## src/rtl/stopwatch_1.sv

```systemverilog
// Seconds stopwatch: a prescaler makes a one-second tick that advances a wrapping
// seconds count; each wrap raises a registered ring pulse for RING_CYCLES cycles.
module stopwatch_1 #(
  parameter int CLKS_PER_SEC = 10,
  parameter int SEC_MAX      = 59,
  parameter int RING_CYCLES  = 4
) (
  input  logic       clk,
  input  logic       reset,
  input  logic       stop,
  output logic       ring,
  output logic [5:0] sec
);

  localparam int DIV_W  = (CLKS_PER_SEC > 1) ? $clog2(CLKS_PER_SEC) : 1;
  localparam int RCNT_W = (RING_CYCLES > 0) ? $clog2(RING_CYCLES + 1) : 1;

  localparam logic [DIV_W-1:0]  DIV_LAST  = DIV_W'(CLKS_PER_SEC - 1);
  localparam logic [5:0]        SEC_LAST  = 6'(SEC_MAX);
  localparam logic [RCNT_W-1:0] RING_LOAD = RCNT_W'(RING_CYCLES);

  logic [DIV_W-1:0]  div_q, div_d;
  logic [5:0]        sec_q, sec_d;
  logic [RCNT_W-1:0] rcnt_q, rcnt_d;
  logic              ring_q, ring_d;
  logic              tick;
  logic              wrap;

  // The prescaler simply holds under stop, so the partial second survives a freeze.
  always_comb begin
    div_d = div_q;
    tick  = 1'b0;
    if (!stop) begin
      if (div_q == DIV_LAST) begin
        div_d = '0;
        tick  = 1'b1;
      end else begin
        div_d = div_q + 1'b1;
      end
    end
  end

  always_comb begin
    sec_d = sec_q;
    wrap  = 1'b0;
    if (tick) begin
      if (sec_q >= SEC_LAST) begin
        sec_d = '0;
        wrap  = 1'b1;
      end else begin
        sec_d = sec_q + 6'd1;
      end
    end
  end

  // Ring countdown ignores stop; a fresh wrap always restarts the full pulse.
  always_comb begin
    rcnt_d = rcnt_q;
    if (wrap) begin
      rcnt_d = RING_LOAD;
    end else if (rcnt_q != '0) begin
      rcnt_d = rcnt_q - 1'b1;
    end
    ring_d = (rcnt_q != '0);
  end

  always_ff @(posedge clk or negedge reset) begin
    if (!reset) begin
      div_q  <= '0;
      sec_q  <= '0;
      rcnt_q <= '0;
      ring_q <= 1'b0;
    end else begin
      div_q  <= div_d;
      sec_q  <= sec_d;
      rcnt_q <= rcnt_d;
      ring_q <= ring_d;
    end
  end

  assign sec  = sec_q;
  assign ring = ring_q;

endmodule

```

## config.mk

```make
export PLATFORM = sky130hd
export DESIGN_NAME = stopwatch_1
export DESIGN_NICKNAME = d
export VERILOG_FILES = /design/src/rtl/stopwatch_1.sv
export SDC_FILE = /design/constraint.sdc
export NUM_CORES = 1
export LEC_CHECK = 0
export ABC_AREA = 1
export CAP_MARGIN = 20
export CORE_MARGIN = 2
export CORE_UTILIZATION = 55
export DETAILED_ROUTE_END_ITERATION = 10
export GPL_TIMING_DRIVEN = 0
export PLACE_DENSITY = 0.8
export SLEW_MARGIN = 15
export SYNTH_ARGS = -nofsm -noshare
export SYNTH_HDL_FRONTEND = slang
export SYNTH_SLANG_ARGS = --single-unit
```

## constraint.sdc

```tcl
create_clock -name clk -period 1.6 [get_ports clk]
set_input_delay 0.24 -clock clk [delete_from_list [all_inputs] [get_ports clk]]
set_output_delay 0.24 -clock clk [all_outputs]
set_load 0.1 [all_outputs]
```

==> impl_results.md <==
- Status: finished, final reports clean
- Post-synthesis sequential area ratio: a little under half
- DIE WIDTH: ~40 µm
- Worst Path Required: around 1.4 ns
- Switching part of the total: between 50% and 60%
- Vias in the first global route: a little under 500
- Max Clk Rate: ~660 MHz
- Clock Sinks: 14
- Layout cells sized above 1: about 29%
- Crit-path max FO: 6
- Slew Limit Fails: 0
- Placer Congestion: slightly below 0.8
- TritonCTS buffer count: 3
- Net count after synthesis: 90
- TritonRoute pass-1 iters: 4
- CP Launch Point: sec[3]$_DFFE_PN0P_
- Main area contributors after synthesis: dfrtp_1 (47%), nand2_1 (8.0%), nor2_1 (5.5%)
- Yosys cell types: 21
- CTS Buffer Depth: 2
- Most common cell after layout, fill and taps aside: nand2_1
- Switching power: around 0.00072 W
- Hold Crit Class: input pin to async pin
- Worst skew pair latency: ~0.28 ns
- WP depth: 1
- RSZ-0062 raised after global routing: false
- CP delay by family, top: buffers and inverters
- Slowest Stage Delay on Critical Path: 0.57 ns
- Largest net degree at the start of global routing: 15
- DRC: 0
- Crit path capture: sec[3]
- Commonest cells after routing, fill and taps aside: nand2_1 (16), nor2_1 (11), inv_1 (10)
- Yosys reg bits: 14
- Gate Count Post-Synth: 84
- Number of max-cap violations: 0
- CTS tree: built
- Cell-internal power: between 0.0007 and 0.0008 W
- Mapped Area: roughly 750 µm²
- Fin nets: approximately 100
- # setup viols final: 0
- Area Growth Syn to Fin: 20.0%
- Routed Antenna Nets: 0
- Initial DRC count: 8
- Sequential Power Share: between 30% and 40%
- Lkg Pwr: around 0.42 nW
- Post-CTS Hold Buffers: 0
- Synth top area share: between 40% and 50%
- Final hold slack: 0.347 ns
- Die ar.: roughly 1700 µm²
- Io pins: 10
- Crit Reg-Reg Startpoint: sec[1]$_DFFE_PN0P_
- Die Y: just over 40 µm
- Grt ovf: 0
- Synth area leader: dfrtp_1
- Initial antenna violation count: 0
- Routed wire length: approximately 1.3 mm
- Data arrival, critical path: 1.27 ns
- Crit. End Element: primary output
- N_diodes: 0
- Placed cells: around 110
- H-tree lvl count: 1
- Clock power share: 14.9%
- Clock-pin slew on the worst setup and hold paths: approximately 0.090 ns
- Flop2flop setup slack: around 0.36 ns
- Hold Fails Final Rpt: 0
- Core area: 1280 µm²
- Vias per std cell: 5.08
- Starting Density: slightly below 60%
- Max VDD drop: 1.29 mV
- Num rows: 13
- Avg Synthesized Cell Area: 8.94 µm²
- Gr usage total: between 10% and 20%
- Worst r2r dst: rcnt_q[1]$_DFFE_PN0P_
- Comb pwr share: 45.5%
- Max Clock Skew: 0.00620 ns
- Pwr Density: between 1500 and 2000 nW/µm²
- Reg2reg path depth: 6
- Tot Pwr: approximately 0.0014 W
- CP Buf/Inv Count: 1
- Tightest Pin Transition: between 0.6 and 0.7 ns
- Critical path cell sequence: clkdlybuf4s15_2
- Vias: around 570
- Fin crit period: approximately 1.5 ns
- DP HPWL: a little under 1 mm
- Routed wire per std cell: between 10 and 15 µm
- Number of I/O port buffers: 9
- Worst setup path class: register to primary output
- Total of warnings raised by yosys: 0
- Setup Buffers After CTS: 0
- Clk root buf: clkbuf_4
- Final critical-path share of the clock period: between 90% and 100%
- Critical-path top delay cell: clkdlybuf4s15_2
- Post-Layout Cell Count: ~110
- CP Launch Type: register
- First-pass GRT wire length: 2.10 mm
- Slew HR: a little under three fifths
-- Yosys cell counts --
cell and number:
a21oi_1 3, a21oi_2 1, dfrtp_1 14, ha_1 3
inv_1 10, inv_2 1, inv_4 1, nand2_1 16
nand2_2 1, nand2_4 2, nand3_1 7, nand3_2 2
nand3_4 1, nor2_1 11, nor2_2 2, nor2_4 1
nor2_8 1, o21ai_0 4, o21bai_1 1, xnor2_1 1
xor2_1 1
-- area by class of cell --
type	count	area, µm²
timing repair buffer	9	98.8
inverter	12	47.5
clock buffer	4	26.3
multi-input combinational	58	353
sequential	14	357
tap	15	18.8
fill	107	384
-- power groups by stage --
stage	logic, W	registers (W)	clock network, W
final	0.000647	0.000562	0.000212
after global routing	0.000700	0.000580	0.000233
after global placement	0.000649	0.000562	0
after CTS	0.000652	0.000562	0.000211
after detailed placement	0.000664	0.000566	0
after floorplan	0.000236	0.000844	0
-- how the worst min path moves through the flow --
| stage | startpoint | to | cells past startpoint |
|---|---|---|---|
| global placement | sec[1]$_DFFE_PN0P_ | sec[1]$_DFFE_PN0P_ | 2 |
| floorplan | reset | div_q[0]$_DFFE_PN0N_ | 0 |
| global route | reset | rcnt_q[1]$_DFFE_PN0P_ | 1 |
| finish | reset | rcnt_q[1]$_DFFE_PN0P_ | 1 |
| CTS | reset | rcnt_q[1]$_DFFE_PN0P_ | 1 |
| detailed placement | sec[1]$_DFFE_PN0P_ | sec[1]$_DFFE_PN0P_ | 2 |
-- flip-flops by register name (all words and copies together) (netlist names) --
| name | cells |
|---|---|
| ring | 1 |
| rcnt_q | 3 |
| sec | 6 |
| div_q | 4 |
-- metal layers --
metal,global-route usage (%),vias to the layer above,wire [µm]
met5,0,-,0
met4,10.0,0,25
met3,1.63,4,55
met2,33.6,12,638
met1,24.3,262,594
li1,-,291,-
-- cells by family after synthesis --
group | count (synthesis) | synth area share [%]
flip-flops | 14 | 46.7
buffers and inverters | 12 | 6.33
AND/OR/NAND/NOR | 44 | 32.8
AO/OA/AOI/OAI | 9 | 6.83
adder cells (fa/ha/maj) | 3 | 5.00
XOR/XNOR | 2 | 2.33
-- what timing repair did --
| item | CTS | global route |
|---|---|---|
| resized for setup | 21 | 0 |
| hold endpoints to repair | 0 | 0 |
| endpoints found under the setup margin | 7 | 0 |
-- per-stage QoR --
| stage | TNS [ns] | instance area (µm²) | util (%) | setup WS [ns] |
|---|---|---|---|---|
| floorplan | 0 | 757 | - | 0.0462 |
| global placement | -0.954 | 866 | 67.4 | -0.174 |
| detailed placement | -0.938 | 866 | 67.4 | -0.173 |
| CTS | 0 | 901 | 70.1 | 0.0928 |
| global route | 0 | 901 | 70.1 | 0.0455 |
| finish | 0 | 901 | 70.1 | 0.0857 |
(Power assumes the default switching activity.)
